### config.mk
export PLATFORM = sky130hd
export DESIGN_NAME = wc_tile_sched
export DESIGN_NICKNAME = d
export VERILOG_FILES = /design/src/rtl/wc_pkg.sv /design/src/rtl/wc_res_fifo.sv /design/src/rtl/wc_tile_sched.sv
export SDC_FILE = /design/constraint.sdc
export NUM_CORES = 1
export LEC_CHECK = 0
export ABC_AREA = 1
export BUFFER_PORTS_ARGS = -buffer_cell sky130_fd_sc_hd__buf_2
export CAP_MARGIN = 20
export CORE_ASPECT_RATIO = 1.5
export CORE_UTILIZATION = 35
export CTS_BUF_LIST = sky130_fd_sc_hd__clkbuf_8
export CTS_CLUSTER_DIAMETER = 120
export DETAILED_ROUTE_END_ITERATION = 8
export HOLD_SLACK_MARGIN = 0.12
export REMOVE_ABC_BUFFERS = 1
export SYNTH_ARGS = -nofsm -noshare
export SYNTH_HDL_FRONTEND = slang
export SYNTH_HIERARCHICAL = 1
export SYNTH_SLANG_ARGS = --single-unit
export TNS_END_PERCENT = 20
### constraint.sdc
create_clock -name clk -period 3.2 [get_ports clk]
set_input_delay 0.16 -clock clk [delete_from_list [all_inputs] [get_ports clk]]
set_output_delay 0.16 -clock clk [all_outputs]
set_load 0.01 [all_outputs]
### src/rtl/wc_pkg.sv
// Shared constants and FSM encoding for the Winograd F(4,5) tile scheduler.
package wc_pkg;

  localparam int WC_DW     = 10;
  localparam int WC_TILE   = 8;
  localparam int WC_OUT    = 4;
  localparam int WC_STRIDE = 4;
  localparam int WC_LAT    = 6;

  typedef enum logic [1:0] {
    ST_IDLE,
    ST_FILL,
    ST_PAD,
    ST_ISSUE
  } wc_state_t;

endpackage

### src/rtl/wc_res_fifo.sv
// Synchronous result FIFO; head is visible combinationally, push/pop same cycle allowed.
// A push into a full FIFO is taken only when a pop frees the slot in the same cycle.
module wc_res_fifo #(
  parameter int W     = 41,
  parameter int DEPTH = 8,
  parameter int CW    = $clog2(DEPTH + 1)
) (
  input  logic          clk,
  input  logic          rst,
  input  logic          push,
  input  logic [W-1:0]  push_dat,
  input  logic          pop,
  output logic [W-1:0]  head_dat,
  output logic          full,
  output logic          empty,
  output logic [CW-1:0] count
);

  localparam int AW = (DEPTH > 1) ? $clog2(DEPTH) : 1;

  logic [W-1:0]  r_mem [DEPTH];
  logic [AW-1:0] r_wr;
  logic [AW-1:0] r_rd;
  logic [CW-1:0] r_cnt;
  logic          w_do_push;
  logic          w_do_pop;

  function automatic logic [AW-1:0] ptr_inc(input logic [AW-1:0] p);
    return (p == AW'(DEPTH - 1)) ? '0 : p + AW'(1);
  endfunction

  assign empty     = (r_cnt == '0);
  assign full      = (r_cnt == CW'(DEPTH));
  assign count     = r_cnt;
  assign head_dat  = r_mem[r_rd];
  assign w_do_pop  = pop & ~empty;
  assign w_do_push = push & (~full | w_do_pop);

  always_ff @(posedge clk or posedge rst) begin
    if (rst) begin
      r_wr  <= '0;
      r_rd  <= '0;
      r_cnt <= '0;
    end else begin
      if (w_do_push) r_wr <= ptr_inc(r_wr);
      if (w_do_pop)  r_rd <= ptr_inc(r_rd);
      case ({w_do_push, w_do_pop})
        2'b10:   r_cnt <= r_cnt + CW'(1);
        2'b01:   r_cnt <= r_cnt - CW'(1);
        default: r_cnt <= r_cnt;
      endcase
    end
  end

  always_ff @(posedge clk) begin
    if (w_do_push) r_mem[r_wr] <= push_dat;
  end

endmodule

### src/rtl/wc_tile_sched.sv
// Builds stride-4 8-sample tiles for WC, tags them through WC's LAT-cycle pipe and collects results.
// Result appears LAT+1 cycles after the tile edge; issue waits for a FIFO credit so no result is dropped.
module wc_tile_sched
  import wc_pkg::*;
#(
  parameter int DW         = WC_DW,
  parameter int LAT        = WC_LAT,
  parameter int FIFO_DEPTH = 8
) (
  input  logic                 clk,
  input  logic                 rst,
  input  logic                 s_valid,
  output logic                 s_ready,
  input  logic [DW-1:0]        s_data,
  input  logic                 s_last,
  output logic [WC_TILE*DW-1:0] wc_d,
  input  logic [WC_OUT*DW-1:0] wc_z,
  output logic                 m_valid,
  input  logic                 m_ready,
  output logic [WC_OUT*DW-1:0] m_data,
  output logic                 m_last,
  output logic                 busy
);

  localparam int TW  = WC_TILE * DW;
  localparam int ZW  = WC_OUT * DW;
  localparam int FW  = ZW + 1;
  localparam int FCW = $clog2(FIFO_DEPTH + 1);
  localparam int CW  = $clog2(FIFO_DEPTH + LAT + 2) + 1;

  wc_state_t     r_state;
  logic [TW-1:0] r_win;
  logic [3:0]    r_cnt;
  logic          r_first;
  logic          r_last_pend;
  logic          r_s_ready;
  logic [LAT-1:0] r_tag_vld;
  logic [LAT-1:0] r_tag_last;
  logic [CW-1:0] r_inflight;

  logic          w_accept;
  logic [3:0]    w_need;
  logic [3:0]    w_cnt_inc;
  logic          w_cap;
  logic          w_pop;
  logic          w_issue;
  logic          w_credit;
  logic [CW-1:0] w_used;
  logic [FW-1:0] w_head;
  logic          w_full;
  logic          w_empty;
  logic [FCW-1:0] w_fifo_cnt;

  assign s_ready   = r_s_ready & ~rst;
  assign w_accept  = s_valid & s_ready;
  assign w_need    = r_first ? 4'(WC_TILE) : 4'(WC_STRIDE);
  assign w_cnt_inc = r_cnt + 4'd1;
  assign w_cap     = r_tag_vld[LAT-1];
  assign w_pop     = m_valid & m_ready;

  // Every in-flight tag already owns a FIFO slot, so the FIFO can never overflow.
  assign w_used   = r_inflight + CW'(w_fifo_cnt) - CW'(w_pop);
  assign w_credit = (w_used < CW'(FIFO_DEPTH)) & ~(w_full & ~w_pop);
  assign w_issue  = (r_state == ST_ISSUE) & w_credit;

  always_ff @(posedge clk or posedge rst) begin
    if (rst) begin
      r_state     <= ST_IDLE;
      r_win       <= '0;
      r_cnt       <= '0;
      r_first     <= 1'b1;
      r_last_pend <= 1'b0;
      r_s_ready   <= 1'b1;
    end else begin
      case (r_state)
        ST_IDLE, ST_FILL: begin
          if (w_accept) begin
            r_win <= {r_win[TW-DW-1:0], s_data};
            r_cnt <= w_cnt_inc;
            if (w_cnt_inc == w_need) begin
              r_state     <= ST_ISSUE;
              r_last_pend <= s_last;
              r_s_ready   <= 1'b0;
            end else if (s_last) begin
              r_state   <= ST_PAD;
              r_s_ready <= 1'b0;
            end else begin
              r_state <= ST_FILL;
            end
          end
        end
        ST_PAD: begin
          r_win <= {r_win[TW-DW-1:0], DW'(0)};
          r_cnt <= w_cnt_inc;
          if (w_cnt_inc == w_need) begin
            r_state     <= ST_ISSUE;
            r_last_pend <= 1'b1;
          end
        end
        ST_ISSUE: begin
          if (w_credit) begin
            r_cnt     <= '0;
            r_s_ready <= 1'b1;
            if (r_last_pend) begin
              r_win       <= '0;
              r_first     <= 1'b1;
              r_last_pend <= 1'b0;
              r_state     <= ST_IDLE;
            end else begin
              r_first <= 1'b0;
              r_state <= ST_FILL;
            end
          end
        end
        default: r_state <= ST_IDLE;
      endcase
    end
  end

  // Tag at stage LAT-1 lines up with the wc_z produced from the tile held during its issue cycle.
  always_ff @(posedge clk or posedge rst) begin
    if (rst) begin
      r_tag_vld  <= '0;
      r_tag_last <= '0;
      r_inflight <= '0;
    end else begin
      r_tag_vld  <= {r_tag_vld[LAT-2:0], w_issue};
      r_tag_last <= {r_tag_last[LAT-2:0], w_issue & r_last_pend};
      case ({w_issue, w_cap})
        2'b10:   r_inflight <= r_inflight + CW'(1);
        2'b01:   r_inflight <= r_inflight - CW'(1);
        default: r_inflight <= r_inflight;
      endcase
    end
  end

  wc_res_fifo #(
    .W     (FW),
    .DEPTH (FIFO_DEPTH),
    .CW    (FCW)
  ) u_res_fifo (
    .clk      (clk),
    .rst      (rst),
    .push     (w_cap),
    .push_dat ({wc_z, r_tag_last[LAT-1]}),
    .pop      (w_pop),
    .head_dat (w_head),
    .full     (w_full),
    .empty    (w_empty),
    .count    (w_fifo_cnt)
  );

  assign wc_d    = r_win;
  assign m_valid = ~w_empty;
  assign m_data  = w_empty ? '0 : w_head[FW-1:1];
  assign m_last  = ~w_empty & w_head[0];
  assign busy    = (r_state != ST_IDLE) | (r_inflight != '0) | ~w_empty;

endmodule

# Yosys cells after proc, flatten, opt, wreduce, memory -nomap -nowiden
# Memories as Yosys holds them, arrays and structs flattened.
# Cells that the tools add are included.
# Widths: inputs -> output; s select.
# word_totals
in_bits	55
memories	1
ramBits	328
out_inout_bits	124
register_bits	116
# memory_table
name	words	word_bits	read_ports	rd_clocked_by_memory_dff	wr	line	rtl
u_res_fifo.r_mem	8	41	1	0	1	wc_res_fifo.sv:21	logic [W-1:0] r_mem [DEPTH];
# op_classes
n_bitwise	18
order_cmp	1
muxes	33
addsub	9
n_reduce_logical	14
n_eq_ne	17
# op_table
operator	count
$mux 80	3
$pmux 80 s3	1
$mux 40	1
$mux 1	12
$mux 4	3
$pmux 4 s3	1
$and 1x1->1	10
$mux 2	5
$ne 2x2->1 const B	5
$pmux 5 s2	1
$add 4x1->4 const B	2
$eq 2x2->1 const B	4
$pmux 4 s2	1
$reduce_and 4->1	2
$reduce_bool 2->1	4
$add 3x1->3 const B	2
$eq 2x1->1 const B	3
$eq 3x3->1 const B	2
$mux 3	2
$pmux 2 s3	1
$reduce_and 3->1	2
$add 5x1->5 const B	1
$add 5x4->5	1
$lt 5x4->1 const B	1
15 further kinds	22

# Longest topological paths before layout
# Gate-level depths: netlist (run 1).
# logic_depth
word_depth	10
mapped_depth	27
mapped_depth_nobuf	26

# Cells and area by module
# The synthesis (run 1) kept the hierarchy.
# by_module_without_submodules
mod	cells_per_inst	n_inst	area_per_inst_um2
wc_res_fifo	1515	1	14797.9
wc_tile_sched	632	1	4954.8

# Worst setup path after synthesis (run 1)
# OpenSTA, ideal clock, no wires.
# synth_timing
path_type	register -> register
from	register u_res_fifo.r_cnt[0], in the netlist u_res_fifo/count[0]
to	memory u_res_fifo.r_mem[0][0], enable pin
n_path_buf	2
path_stages_with_launch	11
t_arrival_ns	3.114
setup_slack_ns	-0.354
cell_sequence	dfrtp_1 > nor2_1 > nand3_1 > inv_1 > clkbuf_1 > nor2_1 > inv_1 > nand4_1 > nand2_1 > buf_4 > nor2_1
# synth_between
elab_chain_len	8
# synth_lines
element	line	rtl
from (decl)	wc_res_fifo.sv:24	logic [CW-1:0] r_cnt;
from (signal assigned)	wc_res_fifo.sv:48	2'b10: r_cnt <= r_cnt + CW'(1);
from (signal assigned)	wc_res_fifo.sv:49	2'b01: r_cnt <= r_cnt - CW'(1);
from (signal assigned)	wc_res_fifo.sv:50	default: r_cnt <= r_cnt;
$logic_not 4->1	wc_res_fifo.sv:32	assign empty = (r_cnt == '0);
via w_empty	wc_tile_sched.sv:51	logic w_empty;
$not 1->1	wc_tile_sched.sv:154	assign m_valid = ~w_empty;
$and 1x1->1	wc_tile_sched.sv:59	assign w_pop = m_valid & m_ready;
via w_pop	wc_tile_sched.sv:45	logic w_pop;
$and 1x1->1	wc_res_fifo.sv:36	assign w_do_pop = pop & ~empty;
$or 1x1->1	wc_res_fifo.sv:37	assign w_do_push = push & (~full | w_do_pop);
$and 1x1->1	wc_res_fifo.sv:37	
$mux 1	wc_res_fifo.sv:56	if (w_do_push) r_mem[r_wr] <= push_dat;
$mux 1 (not written as such)	wc_res_fifo.sv:56	
to (decl)	wc_res_fifo.sv:21	
# The timed path passes the listed nets, and every way through them passes these cells.

# Final worst setup path (run 1)
# layout_timing
from	register u_res_fifo.r_cnt[1], in the netlist u_res_fifo/count[1]
to	register r_inflight[4]
# layout_between
elab_chain_len	10
# layout_lines
element	line	rtl
$logic_not 4->1 (*)	wc_res_fifo.sv:32	
via w_empty	wc_tile_sched.sv:51	
$not 1->1 (*)	wc_tile_sched.sv:154	
$and 1x1->1 (*)	wc_tile_sched.sv:59	
via w_pop	wc_tile_sched.sv:45	
branches (longest 3 deep; another with $sub 5x1->5)	-	
$and 1x1->1 (*)	wc_tile_sched.sv:63	assign w_credit = (w_used < CW'(FIFO_DEPTH)) & ~(w_full & ~w_pop);
$and 1x1->1 (*)	wc_tile_sched.sv:64	assign w_issue = (r_state == ST_ISSUE) & w_credit;
$eq 2x1->1 or $eq 2x2->1 (tied branches)	wc_tile_sched.sv:129	case ({w_issue, w_cap})
$pmux 5 s2 or $reduce_bool 2->1 (tied branches)	-	
to (signal assigned)	wc_tile_sched.sv:130	2'b10: r_inflight <= r_inflight + CW'(1);
to (signal assigned)	wc_tile_sched.sv:131	2'b01: r_inflight <= r_inflight - CW'(1);
to (signal assigned)	wc_tile_sched.sv:132	default: r_inflight <= r_inflight;
to (decl)	wc_tile_sched.sv:39	logic [CW-1:0] r_inflight;
# Mark *: on every way through the listed nets, which the timed path passes.
# A chain may end at the register's enable or synchronous reset.

==> flow_summary.rst, run 1 <==
.. list-table::
   :header-rows: 1

   * - Metric
     - Value
   * - Final Instance Area
     - 0.0233 mm²
   * - Peak fanout along the critical path
     - 4
   * - DR vias/cell
     - 4.50
   * - Peak ir drop on the vdd network
     - 0.273 mV
   * - Worst min-delay path category
     - in2async
   * - Placeable core region
     - 0.0557 mm²
   * - Most common cell after layout, fill and taps aside
     - nand2_1
   * - Commonest cells after routing, fill and taps aside
     - nand2_1, nor2_1, edfxtp_1
   * - Global-route wire length before repair
     - 72200 µm
   * - Critical Path End Type
     - register
   * - Instance area after placement
     - 0.0214 mm²
   * - Share of post-route cells with drive strength above 1
     - 0.140
   * - Worst Skew
     - 0.0264 ns
   * - Overall track demand over capacity in global routing
     - 0.160
   * - Clock-pin slew reported for the worst setup and hold paths after clock tree synthesis
     - 0.06 ns
   * - Post-route DRC violation count
     - 0
   * - Fillers
     - 5391
   * - Primary flip-flop cell chosen by synthesis mapping
     - edfxtp_1
   * - Die boundary height
     - 293 µm
   * - Synthesis warning total
     - 6
   * - Worst slack at placement
     - 0.0143 ns
   * - Dominant cells by area after synthesis
     - edfxtp_1, nand2_1, dfrtp_1
   * - Count of unique library cells instantiated by Yosys
     - 31
   * - Final hold violation count
     - 0
   * - EDFF count, synth
     - 328
   * - Leak Pwr
     - 11.0 nW
   * - Sequential-to-total area share from yosys stat
     - 0.646
   * - Area occupied by multi-input gates
     - 0.00557 mm²
   * - FF/Latch Area
     - 0.0128 mm²
   * - Required arrival time at the worst endpoint
     - 3.75 ns
   * - Final setup slack of the worst path
     - 0.117 ns
   * - CTS tree
     - yes
   * - Number of instances in the synthesized netlist
     - 2147
   * - Post-synthesis area per instance
     - 9.20 µm²
   * - Overall power
     - 10.7 mW
   * - Final weighted congestion in routability-driven placement
     - 0.781
   * - Net switching share of the total power
     - 0.214
   * - Total routed wirelength
     - 45600 µm
   * - Top achievable clock speed
     - 0.324 GHz
   * - Clock network power share
     - 0.405
   * - Setup Viol. Count Final
     - 0
   * - Unrepaired setup endpoints after global routing
     - yes
   * - Synth-to-layout area growth
     - 18.2%
   * - Total CTS buffers
     - 71
   * - Number of antenna violations at the first check in global routing
     - 4
   * - Power share of the combinational group
     - 0.016
   * - GRT Residual Overflow
     - 0
   * - Critical path launch point type
     - register
   * - Number of max-slew violations in the final report
     - 0
   * - Share of power burned in registers
     - 0.580
   * - Buffers on Ports
     - 178
   * - Cell chosen for the clock root
     - clkbuf_8
   * - Design internal power
     - 8.39 mW
   * - Clock sinks
     - 444
   * - Net count of the finished layout
     - 2480
   * - Iteration-0 DRC count of the detailed router
     - 624
   * - Post-synthesis instance area
     - 0.0198 mm²
   * - Cell Rows
     - 106
   * - Detailed-routing iteration count for the pre-antenna-repair pass
     - 4
   * - Asr flop ratio synth
     - 0.261
   * - Initial core utilization
     - 0.355
   * - Power spent charging and discharging nets
     - 2.29 mW
   * - Final TNS setup
     - 0 ns
   * - Maximum number of pins on one net before global-route repair
     - 85
   * - Max H-tree Level
     - 3
   * - Worst slew margin relative to its limit
     - 0.449
   * - Number of global-route vias before repair
     - 14200
   * - Clock Path Buffers
     - 3
   * - Horiz. Die Dim
     - 196 µm
   * - Fin crit share
     - 0.963
   * - Transition time at the pin with the least slew margin
     - 0.826 ns
   * - Kind of critical path
     - reg2reg
   * - Time the worst path needs with I/O delays and setup
     - 3.08 ns
   * - DIE AREA
     - 0.0574 mm²
   * - Total number of vias
     - 14200
   * - Boundary Pins
     - 179
   * - Cell type contributing the most total cell area after synthesis
     - edfxtp_1
   * - Worst EP arrival
     - 3.63 ns
   * - FF+latch count, synth
     - 444
   * - HPWL Detailed
     - 26600 µm
   * - Pwr per Cell Area
     - 457 mW/mm²
   * - Yosys top cell area share
     - 0.499
   * - Antenna Violating Nets Remaining
     - 0
   * - Detailed-route wire length per cell
     - 14.4 µm
   * - Max cap viols
     - 0
   * - Clock latency at the later pin of the worst-skew pair
     - 0.62 ns
   * - Outcome
     - completed
registers in the layout, indices dropped and copies added (netlist names):
name / cells
r_s_ready: 1
r_tag_last: 6
u_res_fifo/r_mem: 328
r_tag_vld: 6
wc_d: 80
u_res_fifo/count: 4
r_first: 1
u_res_fifo/r_wr: 3
r_state: 2
r_cnt: 4
r_last_pend: 1
r_inflight: 5
u_res_fifo/r_rd: 3
through the flow:
step / hold slack (ns) / util / instances
5_1_grt: 0.266 / 0.419 / 3160
2_1_floorplan: 0.000178 / - / 2058
3_5_place_dp: 0.232 / 0.385 / 2977
3_3_place_gp: 0.220 / 0.385 / 2977
6_report: 0.248 / 0.419 / 3160
4_1_cts: 0.172 / 0.417 / 3157
synthesized netlist by cell type (10+ instances only):
cell type / number
inv_1: 268
nand3_1: 28
edfxtp_1: 328
ha_1: 20
buf_6: 24
buf_2: 35
clkbuf_1: 17
nor2_1: 405
dfrtp_1: 114
nand2_1: 842
buf_1: 10
nand4_1: 14
power by group through the flow:
stage          Combinational, mW  Sequential [mW]  Clock [mW]
3_3_place_gp               0.112             6.31           0
5_1_grt                    0.192             6.19        4.75
2_1_floorplan             0.0243             6.31           0
6_report                   0.169             6.19        4.32
3_5_place_dp               0.117             6.31           0
4_1_cts                    0.174             6.19        4.50
timing repair:
item,in CTS,in global routing
hold endpoints to repair,402,0
pin swaps,0,7
gates resized for setup,1,20
endpoints found under the setup margin,1,9
buffers inserted,0,1
hold buffers,55,0
per-layer routing:
metal  part of all wire  track usage
met1               0.41        0.177
met3              0.050       0.0374
met4              0.025       0.0650
met2               0.52        0.293
met5            0.00050            0
critical path: stages, from the launching register on:
cell and delay, ns:
dfrtp_1 0.39, nor2_2 0.16, nand3_2 0.12, inv_2 0.09
nor2_4 0.05, ha_4 0.17, inv_4 0.05, ha_4 0.20
nand2_2 0.05, inv_1 0.04, nand2_1 0.07, nand2_1 0.05
nand2_1 0.06, nand2_1 0.06, nor2_2 0.14, nand3_2 0.11
ha_4 0.19, xor2_2 0.16, ha_2 0.19, inv_2 0.05
nand2_2 0.06, nand2_2 0.09, nand2_2 0.05, a21oi_2 0.15
xor2_1 0.15, nand2_1 0.07, nand2_1 0.05
cell type report:
type,count,area share
Timing Repair Buffer,273,0.0800
Antenna cell,2,0.000214
Sequential cell,444,0.547
Multi-Input combinational cell,1344,0.239
Inverter,270,0.0436
Clock inverter,52,0.0102
Tap cell,702,0.0376
Clock buffer,73,0.0430
logic make-up (layout without fill, tap and decap cells):
group	Yosys count	after routing	share of synthesized area
other	0	2	0
flip-flops	444	444	0.646
XOR/XNOR	9	9	0.00399
AND/OR/NAND/NOR	1299	1299	0.252
AO/OA/AOI/OAI	15	15	0.00405
adder cells (fa/ha/maj)	21	21	0.0137
buffers and inverters	359	668	0.0801
path summary, 6_finish.rpt:
| path | from | to | slack [ns] | depth (start not counted) |
|---|---|---|---|---|
| worst min register to register | r_tag_last[2] | r_tag_last[3] | 0.34 | 0 |
| worst max-delay path | u_res_fifo/count[1] | r_inflight[4] | 0.12 | 26 |
| worst max register to register | u_res_fifo/count[1] | r_inflight[4] | 0.12 | 26 |
| worst min-delay path | rst | r_state[0] | 0.25 | 3 |
| min in group clk | r_tag_last[2] | r_tag_last[3] | 0.34 | 0 |
| max in group asynchronous | rst | u_res_fifo/r_rd[0] | 2.13 | 4 |
Power figures use the tool's default switching activity.
==> inputs of run 2 (changes only) <==
- clock period: 3.2 -> 3.4 ns (I/O delays scaled with it)
==> flow_summary.rst, run 2 (synthesis gave the netlist of run 1 again) <==
.. list-table::
   :header-rows: 1

   * - Metric
     - Value
   * - Outcome
     - completed
   * - Time the worst path needs with I/O delays and setup
     - 3.18 ns (+0.0959 ns)
   * - Kind of critical path
     - reg2reg
   * - Setup Viol. Count Final
     - 0 (unchanged)
   * - Peak ir drop on the vdd network
     - 0.247 mV (-9.3%)
   * - Total CTS buffers
     - 70 (-1.4%)
   * - Final hold violation count
     - 0 (unchanged)
   * - Final weighted congestion in routability-driven placement
     - 0.799 (+2.3%)
   * - Number of max-slew violations in the final report
     - 0 (unchanged)
   * - Instance count along the most critical hold path
     - 6
   * - Detailed-routing iteration count for the pre-antenna-repair pass
     - 5 (+1)
   * - Design internal power
     - 8.05 mW (-4.0%)
   * - Transition time at the pin with the least slew margin
     - 0.896 ns (+0.0694 ns)
   * - Fin crit share
     - 0.935 (-0.0285)
   * - Worst slew margin relative to its limit
     - 0.403 (-0.0462)
   * - Overall power
     - 10.2 mW (-4.2%)
   * - Largest incremental delay on the critical path
     - 0.40 ns (about the same)
   * - Logic depth of the worst register-to-register path
     - 26 (unchanged)
   * - Overall track demand over capacity in global routing
     - 0.163 (+0.00299)
   * - Critical path launch point type
     - register
   * - Share of power burned in registers
     - 0.569 (-0.011)
   * - Cell at the slowest stage of the critical path
     - dfrtp_1
   * - Pwr per Cell Area
     - 439 mW/mm² (-4.1%)
   * - Worst min-delay path category
     - in2reg
   * - Crit path top cell by count
     - nand2_1
   * - HPWL Detailed
     - 26000 µm (-2.5%)
   * - Clock sinks
     - 444 (unchanged)
   * - FF/Latch Area
     - 0.0128 mm² (about the same)
   * - Post-route DRC violation count
     - 0 (unchanged)
   * - Antenna Violating Nets Remaining
     - 0 (unchanged)
   * - Number of global-route vias before repair
     - 14000 (-1.4%)
   * - Top achievable clock speed
     - 0.315 GHz (-3.0%)
   * - Max H-tree Level
     - 3 (unchanged)
   * - Share of post-route cells with drive strength above 1
     - 0.135 (-0.00474)
   * - Buffers on Ports
     - 178 (unchanged)
   * - Boundary Pins
     - 179 (unchanged)
   * - Most common cell after layout, fill and taps aside
     - nand2_1
   * - GRT Residual Overflow
     - 0 (unchanged)
   * - Net switching share of the total power
     - 0.213 (-0.00155)
   * - Commonest cells after routing, fill and taps aside
     - nand2_1, nor2_1, edfxtp_1
   * - Synth-to-layout area growth
     - 18.0%
   * - Total number of vias
     - 14100 (-0.79%)
   * - Max cap viols
     - 0 (unchanged)
   * - Critical Path End Type
     - register
   * - Power share of the combinational group
     - 0.015 (about the same)
   * - Worst Skew
     - 0.0444 ns (+0.0179 ns)
   * - Placeable core region
     - 0.0557 mm² (unchanged)
   * - Number of antenna violations at the first check in global routing
     - 5 (+1)
   * - Register name with the most flops
     - u_res_fifo/r_mem
   * - Horiz. Die Dim
     - 196 µm (unchanged)
   * - Maximum number of pins on one net before global-route repair
     - 101 (+19%)
   * - Area occupied by multi-input gates
     - 0.00551 mm² (-1.0%)
   * - Die boundary height
     - 293 µm (unchanged)
   * - Clock latency at the later pin of the worst-skew pair
     - 0.63 ns (about the same)
   * - Clock Path Buffers
     - 3 (unchanged)
   * - Iteration-0 DRC count of the detailed router
     - 784 (+26%)
   * - DIE AREA
     - 0.0574 mm² (unchanged)
   * - DR vias/cell
     - 4.48 (-0.50%)
   * - Power spent charging and discharging nets
     - 2.18 mW (-4.9%)
   * - Cell chosen for the clock root
     - clkbuf_8
   * - Global-route wire length before repair
     - 73300 µm (+1.5%)
   * - Initial core utilization
     - 0.355 (unchanged)
   * - CTS tree
     - yes
   * - Required arrival time at the worst endpoint
     - 3.96 ns (+0.21 ns)
   * - Clock network power share
     - 0.415 (+0.010)
   * - Net count of the finished layout
     - 2472 (-0.32%)
   * - Final core utilization
     - 0.419 (-0.000517)
   * - Detailed-route wire length per cell
     - 14.6 µm (+0.87%)
   * - Clock-pin slew reported for the worst setup and hold paths after clock tree synthesis
     - 0.07 ns (about the same)
   * - Fillers
     - 5427 (+0.67%)
   * - Cell Rows
     - 106 (unchanged)
   * - Number of flip-flops in the largest register
     - 328 (unchanged)
   * - Leak Pwr
     - 11.0 nW (about the same)
   * - Total routed wirelength
     - 45900 µm (+0.59%)
   * - Peak fanout along the critical path
     - 4 (unchanged)
   * - Worst EP arrival
     - 3.74 ns (+0.11 ns)
run 2: cell types whose count changed in the layout (fill, tap and decap cells not counted), sizes merged:
cell and change:
clkinv -4, diode +1, dlygate4sd3 -1, bufinv +2, buf -6, clkbuf +1, inv -2
run 2: worst max-delay path: cells and delay by family, from the launching register on:
family	cells	cell delay, ns
AND/OR/NAND/NOR	14	1.12
XOR/XNOR	2	0.31
AO/OA/AOI/OAI	1	0.13
flip-flops	1	0.40
adder cells (fa/ha/maj)	4	0.85
buffers and inverters	5	0.30
run 2: timing repair:
action,CTS,global route
endpoints found under the hold margin,413,0
endpoints found under the setup margin,0,7
hold buffers,54,0
buffers inserted,0,7
resized for setup,0,8
run 2: area by class of cell:
type                       count  area share
timing repair buffer         266      0.0798
clock buffer                  74      0.0437
inverter                     270      0.0436
multi-input combinational   1344       0.236
antenna                        3    0.000322
sequential                   444       0.547
tap                          702      0.0377
clock inverter                48      0.0111
run 2: path summary, 6_finish.rpt:
| check | from | to | slack (ns) |
|---|---|---|---|
| worst max-delay path | u_res_fifo/count[3] | r_inflight[4] | 0.22 |
| worst min-delay path | m_ready | u_res_fifo/r_rd[0] | 0.25 |
| worst max register to register | u_res_fifo/count[3] | r_inflight[4] | 0.22 |
| worst min register to register | r_tag_last[4] | r_tag_last[5] | 0.35 |
| max in group asynchronous | rst | r_first | 2.19 |
| min in group asynchronous | rst | wc_d[7] | 0.32 |
run 2: stage by stage:
step	hold WS [ns]	worst slack (ns)	cells	TNS (ns)	cell area, µm²
floorplan	0.0102	-2.88	2058	-292.76	19200
global placement	0.231	0.218	2965	0	21400
detailed placement	0.245	0.121	2965	0	21400
CTS	0.192	0.101	3141	0	23200
global route	0.257	-0.0641	3151	-0.0641	23300
finish	0.251	0.221	3151	0	23300
run 2: layer usage:
layer	vias up	GRT usage	wire, µm
met3	97	0.0391	2440
met2	310	0.290	23100
li1	7076	-	-
met4	4	0.0646	1220
met5	-	0	23
met1	6615	0.187	19100
run 2: power groups by stage:
stage | sequential [mW] | combinational (mW) | clock, mW
detailed placement | 5.94 | 0.110 | 0
finish | 5.83 | 0.157 | 4.25
global route | 5.82 | 0.179 | 4.63
floorplan | 5.94 | 0.0228 | 0
CTS | 5.82 | 0.163 | 4.41
global placement | 5.94 | 0.104 | 0
==> inputs of run 3 (changes only) <==
- ABC_AREA: 1 -> unset
==> flow_summary.rst, run 3 <==
.. list-table::
   :header-rows: 1

   * - Metric
     - Value
   * - Outcome
     - completed
   * - Yosys top cell area share
     - 0.560 (+0.0609)
   * - Horiz. Die Dim
     - 185 µm (-5.5%)
   * - Peak ir drop on the vdd network
     - 0.405 mV (+64%)
   * - Most used standard cell by instance count after synthesis
     - edfxtp_1
   * - Final setup slack of the worst path
     - 0.174 ns (-0.0471 ns)
   * - Die boundary height
     - 277 µm (-5.6%)
   * - Max H-tree Level
     - 3 (unchanged)
   * - Number of antenna violations at the first check in global routing
     - 2 (-3)
   * - Clock Path Buffers
     - 3 (unchanged)
   * - Worst slew margin relative to its limit
     - 0.385 (-0.0184)
   * - Final hold violation count
     - 0 (unchanged)
   * - Worst slack at placement
     - -0.00251 ns (-0.123 ns)
   * - Count of unique library cells instantiated by Yosys
     - 56 (+81%)
   * - Antenna Violating Nets Remaining
     - 0 (unchanged)
   * - FF/Latch Area
     - 0.0128 mm² (about the same)
   * - Final TNS setup
     - 0 ns (unchanged)
   * - Cell type contributing the most total cell area after synthesis
     - edfxtp_1
   * - Kind of critical path
     - reg2reg
   * - Number of max-slew violations in the final report
     - 0 (unchanged)
   * - Primary flip-flop cell chosen by synthesis mapping
     - edfxtp_1
   * - Number of flip-flops in the largest register
     - 328 (unchanged)
   * - Unrepaired setup endpoints after global routing
     - no
   * - Post-synthesis instance area
     - 0.0176 mm² (-11%)
   * - Max cap viols
     - 0 (unchanged)
   * - Total routed wirelength
     - 37300 µm (-19%)
   * - Total CTS buffers
     - 71 (+1.4%)
   * - Maximum number of pins on one net before global-route repair
     - 81 (-20%)
   * - Met3 WL
     - 1710 µm (-30%)
   * - Fin crit share
     - 0.949 (+0.0138)
   * - Sequential-to-total area share from yosys stat
     - 0.725 (+0.0789)
   * - Worst min-delay path category
     - in2reg
   * - Detailed-route wire length on metal 1
     - 15200 µm (-20%)
   * - Synth top cells by count
     - edfxtp_1, dfrtp_1, a22o_1, mux4_2, nor2b_1
   * - Met2 layer wire length in the routed design
     - 19600 µm (-15%)
   * - FF+latch count, synth
     - 444 (unchanged)
   * - CTS tree
     - yes
   * - Net count of the finished layout
     - 1272 (-49%)
   * - Dominant cells by area after synthesis
     - edfxtp_1, dfrtp_1, mux4_2
   * - Time the worst path needs with I/O delays and setup
     - 3.23 ns (+0.0471 ns)
   * - Peak fanout along the critical path
     - 7 (+3)
   * - Worst EP arrival
     - 3.76 ns (+0.02 ns)
   * - Top achievable clock speed
     - 0.310 GHz (-1.5%)
   * - Cell chosen for the clock root
     - clkbuf_8
   * - Asr flop ratio synth
     - 0.261 (unchanged)
   * - Placed insts
     - 1732 (-42%)
   * - Most common cell after layout, fill and taps aside
     - edfxtp_1
   * - Instance area after placement
     - 0.0194 mm² (-9.5%)
   * - Clock sinks
     - 444 (unchanged)
   * - Synthesis warning total
     - 6 (unchanged)
   * - Critical Path End Type
     - register
   * - HPWL Detailed
     - 21000 µm (-19%)
   * - Uppermost layer routed
     - met5
   * - Logic depth of the worst register-to-register path
     - 14 (-46%)
   * - Non-filler instance count after layout
     - 1915 (-39%)
   * - Overall power
     - 13.8 mW (+35%)
   * - Synth-to-layout area growth
     - 20.5%
   * - Initial core utilization
     - 0.354 (about the same)
   * - Instance count along the most critical hold path
     - 4 (-2)
   * - Post-synthesis area per instance
     - 19.3 µm² (+110%)
   * - Register name with the most flops
     - u_res_fifo/r_mem
   * - Final weighted congestion in routability-driven placement
     - 0.742 (-7.1%)
   * - Detailed-route wire length per cell
     - 19.5 µm (+34%)
   * - Required arrival time at the worst endpoint
     - 3.94 ns (-0.02 ns)
   * - Number of global-route vias before repair
     - 10300 (-27%)
   * - Number of setup buffers added after CTS
     - 0 (unchanged)
   * - EDFF count, synth
     - 328 (unchanged)
   * - Commonest cells after routing, fill and taps aside
     - edfxtp_1, buf_2, dfrtp_1
   * - Global-route wire length before repair
     - 58200 µm (-21%)
   * - Placeable core region
     - 0.0497 mm² (-11%)
   * - Area occupied by multi-input gates
     - 0.00452 mm² (-18%)
   * - Boundary Pins
     - 179 (unchanged)
   * - Setup Viol. Count Final
     - 0 (unchanged)
   * - Post-route DRC violation count
     - 0 (unchanged)
   * - Leak Pwr
     - 8.14 nW (-26%)
   * - Transition time at the pin with the least slew margin
     - 0.923 ns (+0.0275 ns)
   * - Clock-pin slew reported for the worst setup and hold paths after clock tree synthesis
     - 0.06 ns (about the same)
   * - Pwr per Cell Area
     - 650 mW/mm² (+48%)
   * - Worst Skew
     - 0.0186 ns (-0.0258 ns)
   * - Iteration-0 DRC count of the detailed router
     - 422 (-46%)
   * - Overall track demand over capacity in global routing
     - 0.150 (-0.0130)
   * - Detailed-routing iteration count for the pre-antenna-repair pass
     - 4 (-1)
   * - DR vias/cell
     - 4.90 (+9.6%)
   * - Critical path launch point type
     - register
   * - Cell Rows
     - 100 (-5.7%)
   * - Share of post-route cells with drive strength above 1
     - 0.364 (+0.229)
   * - GRT Residual Overflow
     - 0 (unchanged)
   * - Fillers
     - 4443 (-18%)
   * - Clock latency at the later pin of the worst-skew pair
     - 0.61 ns (-0.02 ns)
   * - Final Instance Area
     - 0.0212 mm² (-9.0%)
   * - Buffers on Ports
     - 178 (unchanged)
   * - Number of instances in the synthesized netlist
     - 910 (-58%)
   * - Total number of vias
     - 9392 (-33%)
   * - DIE AREA
     - 0.0512 mm² (-11%)
run 3: final timing paths:
check	from	endpoint	slack [ns]
worst max register to register	u_res_fifo/count[0]	r_inflight[4]	0.17
worst min register to register	r_tag_last[4]	r_tag_last[5]	0.34
max in group asynchronous	rst	r_first	2.21
worst min-delay path	s_valid	r_tag_last[0]	0.17
min in group asynchronous	rst	wc_d[50]	0.30
worst max-delay path	u_res_fifo/count[0]	r_inflight[4]	0.17
run 3: cell type report:
cell class | count | share of cell area
diodes | 1 | 0.000118
clock buffers | 73 | 0.0474
inverters | 26 | 0.00472
clock inverters | 55 | 0.0129
well taps | 663 | 0.0391
flip-flops and latches | 444 | 0.602
multi-input cells | 390 | 0.213
repair buffers | 263 | 0.0814
run 3: cells by family after synthesis:
| logic type | after synthesis | synth area share |
|---|---|---|
| DFF | 444 | 0.725 |
| buffers and inverters | 76 | 0.0231 |
| adders and majority gates | 21 | 0.0154 |
| AOI/OAI and AO/OA | 123 | 0.0596 |
| xor gates and xnor gates | 10 | 0.00540 |
| muxes | 132 | 0.137 |
| and+or+nand+nor | 104 | 0.0346 |
run 3: power by group:
part           leakage (nW)  total (mW)  switching [mW]  internal [mW]
combinational          2.86        3.49            1.56           1.93
sequential             4.55        6.18           0.302           5.88
clock                 0.734        4.12            2.09           2.03
total                  8.14        13.8            3.95           9.84
run 3: what timing repair did:
item	in CTS	in global routing
hold buffers	54	0
endpoints found under the setup margin	1	1
resized for setup	1	3
pin swaps	1	3
hold endpoints to repair	413	0
gates cloned	0	0
run 3: metal layers:
metal | vias up | GRT usage
li1 | 4222 | -
met1 | 4863 | 0.176
met2 | 243 | 0.266
met3 | 62 | 0.0325
met4 | 2 | 0.0526
met5 | - | 0
run 3: per-stage QoR:
step | utilization | hold slack (ns)
4_1_cts | 0.427 | 0.120
5_1_grt | 0.427 | 0.171
3_3_place_gp | 0.390 | 0.237
6_report | 0.427 | 0.167
3_5_place_dp | 0.390 | 0.246
2_1_floorplan | - | 0.0102
run 3: critical path: stages (launching register included):
cell       delay [ns]
dfrtp_1          0.42
nor4_4           0.30
nor2b_1          0.10
ha_1             0.20
inv_1            0.05
ha_1             0.21
and4b_1          0.19
a2bb2oi_1        0.16
a211o_1          0.25
ha_2             0.19
buf_4            0.16
ha_1             0.32
a21o_1           0.19
a221oi_2         0.26
xor2_1           0.16
